**config.mk**
```make
export PLATFORM = sky130hd
export DESIGN_NAME = shifts_seq
export DESIGN_NICKNAME = d
export VERILOG_FILES = /design/src/rtl/shifts_pkg.sv /design/src/rtl/shifts_seq.sv
export SDC_FILE = /design/constraint.sdc
export NUM_CORES = 1
export LEC_CHECK = 0
export ABC_CLOCK_PERIOD_IN_PS = 1300
export CAP_MARGIN = 30
export CORE_MARGIN = 8
export CORE_UTILIZATION = 41
export CTS_CLUSTER_DIAMETER = 50
export CTS_CLUSTER_SIZE = 14
export DETAILED_ROUTE_END_ITERATION = 10
export GPL_TIMING_DRIVEN = 0
export PLACE_DENSITY_LB_ADDON = 0.08
export REMOVE_ABC_BUFFERS = 1
export SLEW_MARGIN = 10
export SYNTH_ARGS = -nofsm -noshare
export SYNTH_HDL_FRONTEND = slang
export SYNTH_SLANG_ARGS = --single-unit
```
**constraint.sdc**
```tcl
create_clock -name clk -period 1.3 [get_ports clk]
set_input_delay 0.39 -clock clk [delete_from_list [all_inputs] [get_ports clk]]
set_output_delay 0.39 -clock clk [all_outputs]
set_load 0.02 [all_outputs]
```
**src/rtl/shifts_pkg.sv**
```systemverilog
// Shared types and the single-position shift step used by the sequential shifter.
package shifts_pkg;

  // Widest operand the step function handles; shifts_seq needs n < MAX_W.
  localparam int unsigned MAX_W = 32;

  typedef enum logic [2:0] {
    LSL = 3'd0,
    LSR = 3'd1,
    ASR = 3'd2,
    ROL = 3'd3,
    ROR = 3'd4
  } op_t;

  typedef enum logic [1:0] {
    IDLE,
    SHIFT,
    DONE
  } state_t;

  // One-position step on the low w bits of word; returns {carry_out, next_word}.
  function automatic logic [MAX_W:0] step(input logic [MAX_W-1:0] word,
                                          input logic [2:0]       op,
                                          input int unsigned      w);
    logic [MAX_W-1:0] top_bit;
    logic [MAX_W-1:0] mask;
    logic [MAX_W-1:0] nxt;
    logic             msb;
    logic             lsb;
    logic             cout;
    top_bit = MAX_W'(1) << (w - 1);
    mask    = ~({MAX_W{1'b1}} << w);
    msb     = |(word & top_bit);
    lsb     = word[0];
    nxt     = word;
    cout    = 1'b0;
    case (op)
      LSL: begin
        nxt  = (word << 1) & mask;
        cout = msb;
      end
      LSR: begin
        nxt  = word >> 1;
        cout = lsb;
      end
      ASR: begin
        nxt  = (word >> 1) | ({MAX_W{msb}} & top_bit);
        cout = lsb;
      end
      ROL: begin
        nxt  = ((word << 1) & mask) | {{(MAX_W-1){1'b0}}, msb};
        cout = msb;
      end
      ROR: begin
        nxt  = (word >> 1) | ({MAX_W{lsb}} & top_bit);
        cout = lsb;
      end
      default: begin
        nxt  = word;
        cout = 1'b0;
      end
    endcase
    return {cout, nxt};
  endfunction

endpackage

```
**src/rtl/shifts_seq.sv**
```systemverilog
// Multi-cycle shifter: captures an operand on start, shifts one place per clock,
// then reports the word, the last bit shifted out and an invalid-op flag.
module shifts_seq
  import shifts_pkg::*;
#(
  parameter int unsigned n = 6
) (
  input  logic         clk,
  input  logic         rst,
  input  logic         start,
  input  logic [n-1:0] data,
  input  logic [2:0]   shift,
  input  logic [2:0]   direccion,
  output logic         ready,
  output logic         busy,
  output logic         done,
  output logic [n-1:0] resultado,
  output logic         carry,
  output logic         invalido
);

  state_t       state_q, state_d;
  logic [n-1:0] work_q, work_d;
  logic [2:0]   cnt_q, cnt_d;
  logic [2:0]   op_q, op_d;
  logic         carry_q, carry_d;
  logic         inv_q, inv_d;

  logic [MAX_W:0] step_res;
  logic           accept;
  logic           step_unused;

  assign step_unused = ^step_res[MAX_W-1:n];

  always_comb begin
    state_d  = state_q;
    work_d   = work_q;
    cnt_d    = cnt_q;
    op_d     = op_q;
    carry_d  = carry_q;
    inv_d    = inv_q;
    step_res = step(MAX_W'(work_q), op_q, n);
    accept   = start && (state_q != SHIFT);

    case (state_q)
      IDLE: ;
      SHIFT: begin
        work_d  = step_res[n-1:0];
        carry_d = step_res[MAX_W];
        cnt_d   = cnt_q - 3'd1;
        if (cnt_q == 3'd1) state_d = DONE;
      end
      DONE: state_d = IDLE;
      default: state_d = IDLE;
    endcase

    // A new request overrides the DONE->IDLE return, giving back-to-back operation.
    if (accept) begin
      work_d  = data;
      cnt_d   = shift;
      op_d    = direccion;
      carry_d = 1'b0;
      inv_d   = (direccion > 3'd4);
      state_d = ((shift != 3'd0) && (direccion <= 3'd4)) ? SHIFT : DONE;
    end
  end

  always_ff @(posedge clk) begin
    if (rst) begin
      state_q <= IDLE;
      work_q  <= '0;
      cnt_q   <= '0;
      op_q    <= '0;
      carry_q <= 1'b0;
      inv_q   <= 1'b0;
    end else begin
      state_q <= state_d;
      work_q  <= work_d;
      cnt_q   <= cnt_d;
      op_q    <= op_d;
      carry_q <= carry_d;
      inv_q   <= inv_d;
    end
  end

  assign ready     = (state_q != SHIFT);
  assign busy      = (state_q == SHIFT);
  assign done      = (state_q == DONE);
  assign resultado = work_q;
  assign carry     = carry_q;
  assign invalido  = inv_q;

endmodule

```
==> results.yml <==
setup_path:
  critical-path-max-stage-delay_ps: 490
  critPathSlowestCell: "or4_1"
  cp-end-kind: "flip-flop"
  crit_arrival_ps: 1590
  reg2reg_depth: 4
  r2r-end: "resultado[4]"
  ff2ff_setup_slack_ps: -120
  crit_buf_inv: 0
  crit_path_max_fanout: 5
  criticalPathCategory: "reg -> reg"
  required_ps: 1480
  reg2reg_from: "op_q[2]"
  start_kind: "flip-flop"
  cp-startpoint: "op_q[2]"
  crit_path_cell_trace: "o21a_1, or4_1, o211ai_1, a31oi_1"
  path_delay_family: "simple AND/OR/NAND/NOR gates"
yosys:
  synth_xor_area_frac: 0.00962
  synth_top_family_by_area: "compound AO/OA/AOI/OAI gates"
  yosys_warnings: 0
  synth_mux_area_frac: 0.0343
  synth-compound-area-share: 0.293
  synth_edf_count: 0
  synth-simple-area-share: 0.205
  synthCells: 113
  synth.lib_cells_used.distinct: 39
  synth.avg_cell_area_um2: 8.06
  synth_area_um2: 911
  synthAdderAreaFrac: 0.0275
  async_flop_share: 0
  seq_area_frac_synth: 0.352
  ys_ff_latch: 16
  synthFlopType: "dfxtp_1"
finish:
  syn_to_final_growth_pct: 56.9
  nFillCells: 179
  final_core_util: 0.665
  drive_gt1_frac: 0.404
  stdcell_count: 179
  insertedDiodeCount: 0
  nets: 169
drt:
  wl_per_cell_um: 16.2
  first_pass_iters: 4
  drc: 0
  drtIter0Drc: 44
  via_per_inst: 5.72
  wl_um: 2900
  ant_nets: 0
  vias: 1024
pwr:
  p_per_area_nw_per_um2: 1010
  leakage_uw: 0.000583
  ir_drop_v: 0.000571
cts:
  cts_hold_buf: 0
  clock_path_buffers: 2
  clkLatencyLatePin_ps: 300
  tritoncts: "built"
  cts_root_buffer: "clkbuf_4"
  htreeDepth: 1
  clock_sinks: 16
  numCtsBuffers: 3
  cts.reportedPaths.clkPinSlew_ps: 100
timing:
  period_needed_ps: 1420
  setup_ws_ps: -116
  fin_crit_sh: 1.09
  finalSetupViolCount: 10
  fin_skew_ps: 7.53
  max-slew-margin-rel: 0.675
  whs_ps: 473
  rsz0062_at_grt: "yes"
  slew_violations: 0
  hold_violations: 0
  fmax_ghz: 0.706
  worstMarginPinSlew_ps: 487
place:
  pre_cts_ws_ps: -681
  dpl.hpwl_um: 1680
  place.gp.congestion: 0.781
  dp_cells: 159
  portBuffers: 25
flow_run:
  maxCapViolations: 0
hold_path:
  min_path_type: "reg -> reg"
  holdCritStartpoint: "invalido"
  whs_endpoint: "invalido"
  min_path_cells: 2
grt:
  grt_first_pass_wirelength_um: 4430
  grt_pass1_vias: 962
  top_usage_layer: "met2"
  track_usage: 0.134
  grt_overflow_total: 0
  grt.met2_usage: 0.210
  grt_util_met1: 0.165
  antenna_found_initial: 0
  grt_start_max_net_pins: 13
  use_met3: 0.0442
die:
  pin_count: 26
  dieWidth_um: 63.1
  chipHeight_um: 63.1
  coreArea_um2: 2150
  die_area_um2: 3990
  initial_core_util: 0.424
  std_cell_rows: 17
status:
  violations: "setup timing"
  outcome: "finished, violations left"
final cells by class:
class / count / area, um2 / share of cell area
Timing Repair Buffer: 40 / 339 / 0.237
Multi-Input combinational cell: 83 / 649 / 0.454
Tap cell: 28 / 35.0 / 0.0245
Inverter: 8 / 32.5 / 0.0228
Sequential cell: 16 / 337 / 0.236
Clock buffer: 4 / 36.3 / 0.0254
flip-flops by register name, indices dropped and copies added (netlist names):
signal     count
resultado      6
cnt_q          3
op_q           3
state_q        2
carry          1
invalido       1
layout by cell type (no fill, tap or decap), types with 2 or more instances in the layout:
| cell | count |
|---|---|
| nand2_1 | 13 |
| clkdlybuf4s50_1 | 12 |
| buf_4 | 11 |
| buf_2 | 9 |
| inv_1 | 7 |
| dfxtp_1 | 7 |
| dfxtp_2 | 7 |
| nor2_1 | 6 |
| o21ai_0 | 6 |
| o211ai_1 | 5 |
| a31oi_1 | 5 |
| buf_6 | 5 |
| a21oi_1 | 4 |
| a211oi_1 | 4 |
| or4_1 | 4 |
| clkbuf_4 | 3 |
| o22ai_1 | 2 |
| mux2i_1 | 2 |
| a21oi_2 | 2 |
| nor3_2 | 2 |
| mux2_4 | 2 |
| ha_1 | 2 |
| dfxtp_4 | 2 |
per-stage QoR:
step                      total power [uW]  area (um2)  TNS [ps]
after floorplan                        808         868     -1970
after global placement                 966        1150     -8090
after detailed placement               973        1150     -8350
after CTS                             1350        1300      -484
after global routing                  1520        1430     -1200
final                                 1440        1430      -707
cells in the mapped netlist, drive strengths merged (4+ instances only):
library cell | n | area (um2)
a211oi | 4 | 30.0
dfxtp | 16 | 320
nand2 | 15 | 56.3
nor2 | 7 | 33.8
a31oi | 5 | 31.3
o211ai | 5 | 37.5
o21ai | 8 | 40.0
a21oi | 6 | 30.0
or4 | 4 | 30.0
buf | 6 | 38.8
inv | 8 | 30.0
logic make-up (layout without fill, tap and decap cells):
group / Yosys count / count (layout)
AND/OR/NAND/NOR: 36 / 36
buffers and inverters: 15 / 52
adder cells (fa/ha/maj): 2 / 2
AO/OA/AOI/OAI: 40 / 40
multiplexers: 3 / 4
flip-flops: 16 / 16
XOR/XNOR: 1 / 1
routing by layer:
metal,routed length [um],share of wire
met1,1280,0.44
met2,1360,0.47
met3,217,0.075
met4,37,0.013
met5,0,0
worst max path at each step:
| stage | cells past startpoint | endpoint | slack, ps |
|---|---|---|---|
| floorplan | 5 | resultado[4] | -330 |
| global placement | 5 | resultado[5] | -640 |
| detailed placement | 5 | resultado[5] | -680 |
| CTS | 4 | resultado[3] | -80 |
| global route | 6 | resultado[0] | -160 |
| finish | 4 | resultado[4] | -120 |
what timing repair did:
item | CTS | global route
setup endpoints to repair | 25 | 20
resized for setup | 72 | 24
setup buffers | 9 | 5
cloned | 1 | 1
hold endpoints to repair | 0 | 0
pin swaps | 11 | 9
worst reg2reg max path: cells and delay by family (launching register included):
kind | cells | cell delay (ps)
and+or+nand+nor | 1 | 490
DFF | 1 | 370
AOI/OAI and AO/OA | 3 | 430
power breakdown:
group          total, uW  leakage [uW]  internal, uW  switching [uW]
combinational        500      0.000426           246             254
sequential           595      0.000136           539            55.9
clock                341     0.0000210           171             170
No activity file was read; power rests on OpenSTA's default activity.
